[src/rtl/fp16_mul_arbiter.sv]
// Round-robin arbiter sharing one pipelined FP16 multiplier among NREQ requesters; results routed back by tag.
// Latency: accept edge T -> mul_valid_o in cycle T+1 -> rsp_valid_o in cycle T+MUL_LAT+2.
// Backpressure: one-hot req_ready_o grants one requester per cycle; responses have no backpressure.
module fp16_mul_arbiter #(
   parameter int DW      = 16,
   parameter int MUL_LAT = 6,
   parameter int NREQ    = 3,
   parameter int TW      = 2
) (
   input  logic                clk,
   input  logic                rstn,
   input  logic [NREQ-1:0]     req_valid_i,
   output logic [NREQ-1:0]     req_ready_o,
   input  logic [NREQ*DW-1:0]  req_a_i,
   input  logic [NREQ*DW-1:0]  req_b_i,
   output logic                mul_valid_o,
   output logic [DW-1:0]       mul_a_o,
   output logic [DW-1:0]       mul_b_o,
   input  logic [DW-1:0]       mul_result_i,
   input  logic                mul_valid_i,
   output logic [NREQ-1:0]     rsp_valid_o,
   output logic [DW-1:0]       rsp_data_o,
   output logic                busy_o,
   output logic                err_o
);

   logic [TW-1:0]      ptr;
   logic [TW-1:0]      gnt_idx;
   logic               gnt_any;
   logic [NREQ-1:0]    grant;
   logic [TW-1:0]      issue_tag;
   logic [MUL_LAT-1:0] line_vld;
   logic [TW-1:0]      line_tag [MUL_LAT];
   logic               head_vld;
   logic [TW-1:0]      head_tag;
   logic               hit;

   // First valid requester at or after ptr, wrapping modulo NREQ.
   always_comb begin
      gnt_any = 1'b0;
      gnt_idx = '0;
      for (int i = 0; i < NREQ; i++) begin
         if (!gnt_any && req_valid_i[(int'(ptr) + i) % NREQ]) begin
            gnt_any = 1'b1;
            gnt_idx = TW'((int'(ptr) + i) % NREQ);
         end
      end
   end

   assign grant       = gnt_any ? (NREQ'(1) << gnt_idx) : '0;
   assign req_ready_o = rstn ? grant : '0;

   always_ff @(posedge clk or negedge rstn) begin
      if (!rstn) begin
         ptr         <= '0;
         mul_valid_o <= 1'b0;
         mul_a_o     <= '0;
         mul_b_o     <= '0;
         issue_tag   <= '0;
      end else begin
         mul_valid_o <= gnt_any;
         if (gnt_any) begin
            mul_a_o   <= req_a_i[int'(gnt_idx)*DW +: DW];
            mul_b_o   <= req_b_i[int'(gnt_idx)*DW +: DW];
            issue_tag <= gnt_idx;
            ptr       <= (int'(gnt_idx) == NREQ-1) ? '0 : gnt_idx + TW'(1);
         end
      end
   end

   // Owner delay line; its head lines up with the multiplier's valid_out.
   always_ff @(posedge clk or negedge rstn) begin
      if (!rstn) begin
         line_vld <= '0;
         for (int k = 0; k < MUL_LAT; k++) line_tag[k] <= '0;
      end else begin
         line_vld[0] <= mul_valid_o;
         line_tag[0] <= issue_tag;
         for (int k = 1; k < MUL_LAT; k++) begin
            line_vld[k] <= line_vld[k-1];
            line_tag[k] <= line_tag[k-1];
         end
      end
   end

   assign head_vld = line_vld[MUL_LAT-1];
   assign head_tag = line_tag[MUL_LAT-1];
   assign hit      = head_vld & mul_valid_i;

   always_ff @(posedge clk or negedge rstn) begin
      if (!rstn) begin
         rsp_valid_o <= '0;
         rsp_data_o  <= '0;
         err_o       <= 1'b0;
      end else begin
         rsp_valid_o <= hit ? (NREQ'(1) << head_tag) : '0;
         if (hit) rsp_data_o <= mul_result_i;
         if (head_vld != mul_valid_i) err_o <= 1'b1;
      end
   end

   assign busy_o = mul_valid_o | (|line_vld) | (|rsp_valid_o);

endmodule

[config.mk]
export PLATFORM = sky130hd
export DESIGN_NAME = fp16_mul_arbiter
export DESIGN_NICKNAME = d
export VERILOG_FILES = /design/src/rtl/fp16_mul_arbiter.sv
export SDC_FILE = /design/constraint.sdc
export NUM_CORES = 1
export LEC_CHECK = 0
export ABC_AREA = 1
export CORE_MARGIN = 3
export CORE_UTILIZATION = 40
export CTS_BUF_LIST = sky130_fd_sc_hd__clkbuf_4 sky130_fd_sc_hd__clkbuf_8 sky130_fd_sc_hd__clkbuf_16
export CTS_CLUSTER_SIZE = 40
export DETAILED_ROUTE_END_ITERATION = 12
export DONT_BUFFER_PORTS = 1
export PLACE_DENSITY = 0.52
export SYNTH_ARGS = -nofsm -noshare
export SYNTH_HDL_FRONTEND = slang
export SYNTH_SLANG_ARGS = --single-unit
[constraint.sdc]
create_clock -name clk -period 2.2 [get_ports clk]
set_input_delay 0.11 -clock clk [delete_from_list [all_inputs] [get_ports clk]]
set_output_delay 0.11 -clock clk [all_outputs]
set_load 0.1 [all_outputs]
# After elaboration in Yosys (flattened, before gate mapping)
# Cells that the tools add are included.
# word_totals
latch_bits	0
n_memories	0
mem_bits_rw	0
word_cells	58
romBits	0
ff_bits	75
output_inout_bits	57
inputBits	118
# classes
n_reduce_logical	6
bitwise_logic	3
n_eq_ne	2
magnitude_cmp	3
n_addsub	3
mul	0
div_mod_pow	3
muxes	19
shift	4
# ops
operator	n
< comparator 32 x 4 -> 1 bit, second input constant	3
indexed part select 48 x 7 -> 16 bit	2
remainder unit 32 x 3 -> 32 bit, second input constant	2
remainder unit 3 x 3 -> 32 bit, second input constant	1
2-to-1 mux 1 bit	9
2-to-1 mux 3 bit	3
2-to-1 mux 2 bit	4
binary-select mux 1 bit (select 2 bit)	3
OR reduction 6 bit	1
<< shifter 1 x 2 -> 3 bit, first input constant	2
adder 2 x 1 -> 3 bit, second input constant	1
adder 2 x 2 -> 3 bit, second input constant	1
OR reduction 3 bit	1
adder 2 x 1 -> 2 bit, second input constant	1
== test 2 bit, second input constant	1
logical AND 1 bit	2
zero test 1 bit	2
OR 1 bit	2
bitwise AND 1 bit	1
inequality test 1 bit	1

# Logic depth before layout (Yosys ltp)
# logic_depth
word_depth	14
mapped_depth	16
mapped_depth_nobuf	15

# Worst setup path before layout
# Ideal clock, no wire load.
# synth_path
kind	register to output
startpoint	register ptr[0]
endpoint	output req_ready_o[0]
n_path_buf	1
path_stages_with_launch	13
t_required_ps	2090
arrival_ps	3712
slack_ps	-1622
path_cell_list	dfrtp_1 inv_1 ha_1 nand2_1 nand3_1 nand2_1 nand2_2 nor2_2 nand2_1 nand2_4 inv_4 buf_4 nor3_1
# synth_via
elab_chain_len	14
elab_cells_between_ends	27
cone_classes	add/sub (2); div (3); shift (1); mux (17); reduce/logical (4)
# synth_rtl
element	line_no	text
from (decl)	27	logic [TW-1:0] ptr;
from (signal assigned)	66	ptr <= (int'(gnt_idx) == NREQ-1) ? '0 : gnt_idx + TW'(1);
parallel branches: the longest is 12 deep, another holds remainder unit 32 x 3 -> 32 bit	n/a	
2-to-1 mux 3 bit (*)	50	assign grant = gnt_any ? (NREQ'(1) << gnt_idx) : '0;
2-to-1 mux 3 bit (*)	51	assign req_ready_o = rstn ? grant : '0;
to (decl)	13	output logic [NREQ-1:0] req_ready_o,
# Every way passes the cells marked *. The select of a mux whose other input is x is not followed.

# Final worst setup path
# layout_path
startpoint	register ptr[0]
endpoint	output req_ready_o[1]
# Same word-level chain as after synthesis.

==> run summary <==
Post-synth top flop: dfrtp_1
Ant. Diodes: 0
minimum clock period after layout: 2.33 ns
Syn Area/Cell: 7.13 um^2
WL final: 12000 um
register area share after synthesis: 48.6%
count of pins over their slew limit: 0
Clock Tree Buf Depth: 2
# DRC: 0
share of layout cells above drive strength 1: 27.7%
CP Capture Type: primary output
worst path bufs/invs: 4
count of warnings emitted by yosys: 0
Post-DP HPWL: 7260 um
Final Skew: 0.0105 ns
Cells after DPL: 719
Final GP Congestion: 0.869
cell count along the critical path: 14
Cells after Synth: 542
final period utilization: 106%
CTS buffer count: 9
reg-to-reg setup timing slack: -0.07 ns
grt ovf: 0
WHS Path Cells: 6
CP cell instances: inv_2 -> ha_4 -> buf_4 -> nor2_1 -> nor2_1 -> nand2_1 -> nand2_2 -> inv_2 -> nor2_4 -> nand2_2 -> nand2_4 -> nand2_2 -> nor2_4 -> buf_12
Synth top cells by count: nand2_1, dfrtp_1, inv_1, nand3_1, buf_2
hold endpoint: mul_b_o[9]$_DFFE_PN0N_
CP delay by family, top: simple AND/OR/NAND/NOR gates
Worst-Skew Late Latency: 0.35 ns
Crit path top cell by count: nand2_2
vias post-DR: 3877
max cap viols: 0
FMAX: 430 MHz
Seq cells post-synth: 75
largest net degree at the start of global routing: 76
WP data required: 2.09 ns
die height: 104 um
DIE WIDTH: 104 um
Post-Syn Nets: 665
Worst path max stage delay: 0.42 ns
Critical path origin: ptr[0]$_DFFE_PN0N_
vias in the first global route: 3779
Worst-path clk slew: 0.08 ns
root buffer cell: clkbuf_8
# nets final: 794
initial antenna violation count: 0
setup slack after layout: -0.127 ns
Critical-path top delay cell: dfrtp_1
CTS sink count: 75
Arrival @ worst endpoint: 2.22 ns
status: complete, but fails checks
worst r2r path cells: 19
reg-to-reg critical path startpoint: ptr[0]$_DFFE_PN0N_
hold_sp: req_b_i[25]
Setup WS pre-CTS: 0.0715 ns
via/cell ratio: 4.82
Final Setup Violations: 35
Die Area: 10900 um^2
I/O Buffers: 0
Non-Filler Instances: 804
H-tree Lvls: 3
GRT Util Overall: 20.8%
row cnt: 35
Worst Max-Slew Pin Slew: 0.506 ns
Area growth, synth to finish: 49.6%
first-pass GRT wire length: 18200 um
1st-pass router iterations: 4
count leader, synth: nand2_1
critical path peak fanout: 4
CP Launch Type: flop
FFs w/ async S/R, synth: 100%
largest area contributor in the netlist: dfrtp_1
EDFF count, synth: 0
post-synthesis cell type count: 28
Final Hold Fails: 0
Hold WC Path Type: in2reg
Slew headroom: 66.1%
DRT iter0 DRCs: 209
Boundary Pins: 175
ANT nets after route: 0
synth top area cells: dfrtp_1, nand2_1, nand3_1
Post-Synthesis Cell Area: 3860 um^2
top-area cell type share of the netlist area: 48.6%
Initial Util: 41.4%
drt wl/cell: 14.9 um
Worst R2R End: mul_a_o[4]$_DFFE_PN0N_
WS Path Type: reg2out
RSZ-0062 raised after global routing: true
core area: 9330 um^2
failing checks: negative setup slack
TritonCTS clock tree: yes
## timing repair
action	4_1_cts	5_1_grt
hold buffers	51	0
buffers inserted	6	9
pin swaps	8	38
hold endpoints to repair	124	0
endpoints found under the setup margin	3	36
resized for setup	10	75
gates cloned	0	4
## per-layer routing
| metal | global-route usage, % | vias up | part of all wire (%) |
|---|---|---|---|
| met2 | 37.0 | 151 | 51 |
| li1 | - | 1888 | - |
| met5 | 0 | - | 0 |
| met3 | 5.77 | 26 | 6.7 |
| met4 | 6.93 | 0 | 2.4 |
| met1 | 23.9 | 1812 | 40 |
## final cells by class
cell class | count | area, um^2
Timing Repair Buffer | 142 | 1370
Clock inverter | 6 | 90.1
Tap cell | 129 | 161
Multi-Input combinational cell | 365 | 1860
Inverter | 78 | 298
Clock buffer | 9 | 124
Sequential cell | 75 | 1880
Fill cell | 818 | 3550
## stage by stage
stage          utilization (%)  instance area (um^2)  hold slack, ns  setup TNS (ns)
2_1_floorplan                -                  3930          -0.186          -0.208
3_3_place_gp              48.9                  4560          -0.184               0
3_5_place_dp              48.9                  4560          -0.183               0
4_1_cts                   57.6                  5380          0.0408          -0.379
5_1_grt                   62.0                  5780          0.0775           -6.21
6_report                  62.0                  5780          0.0631           -1.62
## state kept, by name (all words and copies together) (netlist names)
name         flops
mul_a_o         16
mul_valid_o      1
err_o            1
ptr              2
mul_b_o         16
line_tag        10
line_vld         6
issue_tag        2
rsp_valid_o      3
head_tag         2
rsp_data_o      16
## worst max-delay path by stage
| stage | end | slack (ns) |
|---|---|---|
| 3_5_place_dp | req_ready_o[0] | 0.07 |
| 5_1_grt | req_ready_o[0] | -0.25 |
| 6_report | req_ready_o[1] | -0.13 |
| 3_3_place_gp | mul_b_o[1]$_DFFE_PN0N_ | 0.16 |
| 2_1_floorplan | req_ready_o[0] | -0.21 |
| 4_1_cts | req_ready_o[0] | -0.15 |
## worst min-delay path: stages
cell     delay, ns
inv_1         0.02
nand2_1       0.05
nand3_1       0.06
nand2_1       0.05
nand2_1       0.04
nand2_1       0.04
## logic make-up after synthesis
family / synth area share, %
AOI/OAI and AO/OA: 0.680
adders and majority gates: 1.62
buffers and inverters: 10.9
DFF: 48.6
and+or+nand+nor: 38.2
## cell usage in the layout (no fill, tap or decap), types with 2 or more instances in the layout
cell / n
nor2_4: 4
nor3_1: 3
nand3_1: 68
clkbuf_8: 9
nand2_4: 14
inv_1: 66
dlygate4sd3_1: 50
inv_4: 2
ha_4: 3
dfrtp_1: 74
nor2_1: 5
nand2_2: 40
buf_12: 7
nor4_1: 2
buf_6: 2
bufinv_16: 2
nand2_1: 211
buf_4: 77
buf_8: 2
clkbuf_16: 3
inv_2: 9
Power is not shown: default switching activity piles up to over one toggle a cycle in this logic, so the estimate is an artifact.
